<file path="config.mk">
export PLATFORM = sky130hd
export DESIGN_NAME = mux_sel_scan
export DESIGN_NICKNAME = d
export VERILOG_FILES = /design/src/rtl/mux_sel_scan.sv
export SDC_FILE = /design/constraint.sdc
export NUM_CORES = 1
export LEC_CHECK = 0
export ABC_AREA = 1
export BUFFER_PORTS_ARGS = -buffer_cell sky130_fd_sc_hd__buf_2
export CAP_MARGIN = 15
export CORE_UTILIZATION = 35
export DETAILED_ROUTE_END_ITERATION = 16
export PLACE_DENSITY = 0.63
export SYNTH_ARGS = -nofsm -noshare
export SYNTH_HDL_FRONTEND = slang
export SYNTH_SLANG_ARGS = --single-unit
</file>
<file path="constraint.sdc">
create_clock -name clk -period 2.1 [get_ports clk]
set_clock_uncertainty 0.15 [all_clocks]
set_input_delay 0.525 -clock clk [delete_from_list [all_inputs] [get_ports clk]]
set_output_delay 0.525 -clock clk [all_outputs]
set_load 0.02 [all_outputs]
</file>
<file path="src/rtl/mux_sel_scan.sv">
// Select sequencer feeding an 8:1 mux as a parallel-to-serial path.
// Ports: clk, rst (async, active-high), in_valid/in_ready/in_data
// (word handshake), flush (sync abort), a/s (mux data and select),
// bit_valid/bit_last (per-bit markers), busy (word in progress).
module mux_sel_scan #(
  parameter int unsigned HOLD      = 1,
  parameter bit          MSB_FIRST = 1'b1
) (
  input  logic       clk,
  input  logic       rst,
  input  logic       in_valid,
  output logic       in_ready,
  input  logic [1:8] in_data,
  input  logic       flush,
  output logic [1:8] a,
  output logic [1:3] s,
  output logic       bit_valid,
  output logic       bit_last,
  output logic       busy
);

  typedef enum logic {
    IDLE = 1'b0,
    SCAN = 1'b1
  } state_t;

  localparam logic [1:3] S_START =
    MSB_FIRST ? 3'b000 : 3'b111;
  localparam logic [1:3] S_END =
    MSB_FIRST ? 3'b111 : 3'b000;
  localparam logic [3:0] H_LAST = 4'(HOLD - 1);

  state_t     state;
  logic [3:0] hold_cnt;
  logic       step_done;
  logic       fin;
  logic       accept;
  logic [1:3] s_step;

  assign step_done = (hold_cnt == H_LAST);

  // Last cycle of the last select position of the word.
  assign fin = (state == SCAN)
            && (s == S_END)
            && step_done;

  // A new word may enter while idle or on the final bit
  // of the current one, which gives gap-free streaming.
  assign in_ready = !rst && !flush
                 && ((state == IDLE) || fin);

  assign accept = in_valid && in_ready;

  assign s_step = MSB_FIRST ? (s + 3'd1) : (s - 3'd1);

  assign bit_valid = (state == SCAN);
  assign busy      = (state == SCAN);
  assign bit_last  = fin;

  always_ff @(posedge clk or posedge rst) begin
    if (rst) begin
      state    <= IDLE;
      a        <= '0;
      s        <= S_START;
      hold_cnt <= '0;
    end else if (flush) begin
      state    <= IDLE;
      a        <= '0;
      s        <= S_START;
      hold_cnt <= '0;
    end else begin
      unique case (state)
        IDLE: begin
          if (accept) begin
            a        <= in_data;
            s        <= S_START;
            hold_cnt <= '0;
            state    <= SCAN;
          end
        end
        SCAN: begin
          if (!step_done) begin
            hold_cnt <= hold_cnt + 4'd1;
          end else if (s != S_END) begin
            // End of word is s==S_END, so s never wraps here.
            hold_cnt <= '0;
            s        <= s_step;
          end else if (accept) begin
            a        <= in_data;
            s        <= S_START;
            hold_cnt <= '0;
          end else begin
            hold_cnt <= '0;
            s        <= S_START;
            state    <= IDLE;
          end
        end
        default: begin
          state <= IDLE;
        end
      endcase
    end
  end

endmodule

</file>
==> flow_summary.yaml <==
global_routing:
  grt_overflow_total: 0
  grt_pass1_wl_um: 3110
  grt_start_max_net_pins: 12
  grt_pass1_vias: 738
  antenna_found_initial: 0
  grt_use_total_pct: 16.4
sta:
  fmax_ghz: 0.472
  finalSetupTns_ns: -0.0203
  setup_viol: 1
  slew_viol_final: 0
  final_hold_viol_count: 0
  fin_crit_ns: 2.12
  grt_setup_unrepaired: "yes"
  fin_hold_ws_ns: 0.0684
  timing.final.ws_setup_ns: -0.0203
  min_period_over_period_pct: 101
  worstMarginPinSlew_ns: 0.254
  relSlewSlack_pct: 83.1
die:
  core_area_sq_mm: 0.00219
  ios: 27
  die_h_um: 50.1
  start_util_pct: 37.0
  fp.dieW_um: 50.1
  row_count: 17
  die-area_sq_mm: 0.00251
cells_and_area:
  final_cell_area_sq_mm: 0.00112
  final.fill_count: 213
  area_delta_synth_final_pct: 38.7
  regArea_sq_um: 400
  final_nets: 145
  final_util_pct: 51.3
  multi_input_area_sq_um: 408
  instances_no_fill: 155
  n_antenna_cell: 0
  final_layout_size_suffix_gt1_share_pct: 45.7
critical_path:
  path_buf_inv: 1
  worstPathRequired_ns: 1.42
  cp_cell_sequence: "ha_2 -> ha_4 -> nand3_4 -> nand2_2 -> and3_4 -> buf_6"
  critPathLaunchType: "register"
  slowest_delay_ns: 0.40
  cp.depth: 6
  path_max_fanout: 3
  r2r-end: "a[5]"
  reg2reg_slack_ns: 0.18
  crit_path_end_kind: "primary output"
  r2r_cells: 11
  worstPathArrival_ns: 1.45
  cp_slowest_cell: "dfrtp_1"
  cpLargestDelayFamily: "flip-flops"
  crit-reg2reg-launch: "s[2]"
  crit_type: "register to primary output"
yosys:
  ys_top_cells_by_area: "dfrtp_1 (49%), nand2_1 (11%), ha_1 (6.2%), nand4_1 (6.2%), nand3_1 (4.3%)"
  yosysSeqAreaShare_pct: 49.4
  netlist_instances: 88
  synth_top_cell_by_area: "dfrtp_1"
  synth_edf_count: 0
  synthTopCellsByCount: "nand2_1 (23), dfrtp_1 (16), nand4_1 (8)"
  synth_ff_type: "dfrtp_1"
  synth-async-reset-ratio_pct: 100
  ys_ff_latch: 16
  avgSynthCellArea_sq_um: 9.21
  ys_types: 19
  synth.most_common_cell: "nand2_1"
  synth_area_sq_um: 811
  yosys_warnings: 0
  synth_nets: 104
  synthDominantCellAreaShare_pct: 49.4
placement:
  place.detailed.hpwl_um: 1330
  routabilityCongestion: 0.769
  dp_cells: 144
  placement.cell_area_sq_um: 993
  place_ws_ns: 0.178
  io_buffers: 26
drt:
  wl_um: 1830
  post-route-drc-count: 0
  drtAntennaViolNets: 0
  vias_per_cell: 4.88
  drt_first_pass_iters: 4
  avgRoutedWirePerCell_um: 11.8
  routed-via-count: 756
  drtIter0Drc: 15
clock_network:
  cts_num_sinks: 16
  numCtsBuffers: 3
  cts_tree: "done"
  path_clk_slew_ns: 0.09
  htree_levels: 1
  clkLatencyLatePin_ns: 0.28
  cts_root_buf: "clkbuf_4"
  cts.path.max_buffers: 2
run:
  drv_cap: 0
power_and_ir_drop:
  peakVddDrop_uv: 323
  p_per_area_mw_per_mm2: 568
  p_total_uw: 639
  p_leak_nw: 0.599
outcome:
  outcome: "finished with violations"
  violations: "negative setup slack"
hold_path:
  worstHoldPathType: "input pin to async pin"
## cell usage in the layout, fill, tap and decap left out
cell       n
clkbuf_4   3
dfrtp_1   16
buf_2     24
nor2_2     1
buf_6      1
nand2_4    1
o21ai_1    7
nor2_1     1
nor2_4     1
xor2_1     2
nand2_2    3
a21oi_4    1
and3_4     1
ha_4       2
inv_1      4
ha_1       1
nand3_2    1
nand3_1    7
nand4_1    8
buf_4     13
nand2_1   23
inv_2      4
ha_2       1
nand3_4    1
## worst reg2reg max path: cells and delay by family, from the launching register on
family	cells	cell delay, ns
AND/OR/NAND/NOR	4	0.27
buffers and inverters	5	0.65
flip-flops	1	0.40
adder cells (fa/ha/maj)	2	0.36
## worst max path at each step
stage	to	slack (ns)	start
after global routing	in_ready	-0.09	hold_cnt[1]
after global placement	in_ready	0.21	s[3]
after floorplan	in_ready	0.13	s[3]
final	in_ready	-0.02	s[2]
after CTS	in_ready	-0.01	s[2]
after detailed placement	in_ready	0.18	s[3]
## cell families after synthesis
| family | synth area share [%] |
|---|---|
| simple gates | 30.7 |
| buf+inv | 5.25 |
| flops | 49.4 |
| compound gates | 6.33 |
| fa+ha+maj | 6.17 |
| xor+xnor | 2.16 |
## metal layers
layer | routed length, um | track usage (%) | up-vias
li1 | - | - | 376
met2 | 928 | 27.1 | 18
met3 | 61 | 1.82 | 4
met5 | 0 | 0 | -
met4 | 21 | 5.71 | 0
met1 | 822 | 21.9 | 358
## state kept, by name, summed over array words and instances (netlist names)
register,count
a,8
bit_valid,1
hold_cnt,4
s,3
## power by group
group          internal [mW]  switching (mW)
sequential             0.326          0.0119
clock                 0.0664          0.0927
combinational         0.0557          0.0864
total                  0.448           0.191
## cell type report
cell class	instances	area share (%)
sequential	16	35.6
multi-input combinational	62	36.3
inverter	8	2.67
tap	28	3.11
timing repair buffer	38	20.4
clock buffer	3	2.00
## what timing repair did
item,4_1_cts,5_1_grt
hold buffers,0,0
endpoints found under the hold margin,0,0
buffers inserted,9,0
pin swaps,1,1
endpoints found under the setup margin,2,8
resized for setup,8,2
gates cloned,0,0
Power figures use the tool's default switching activity.
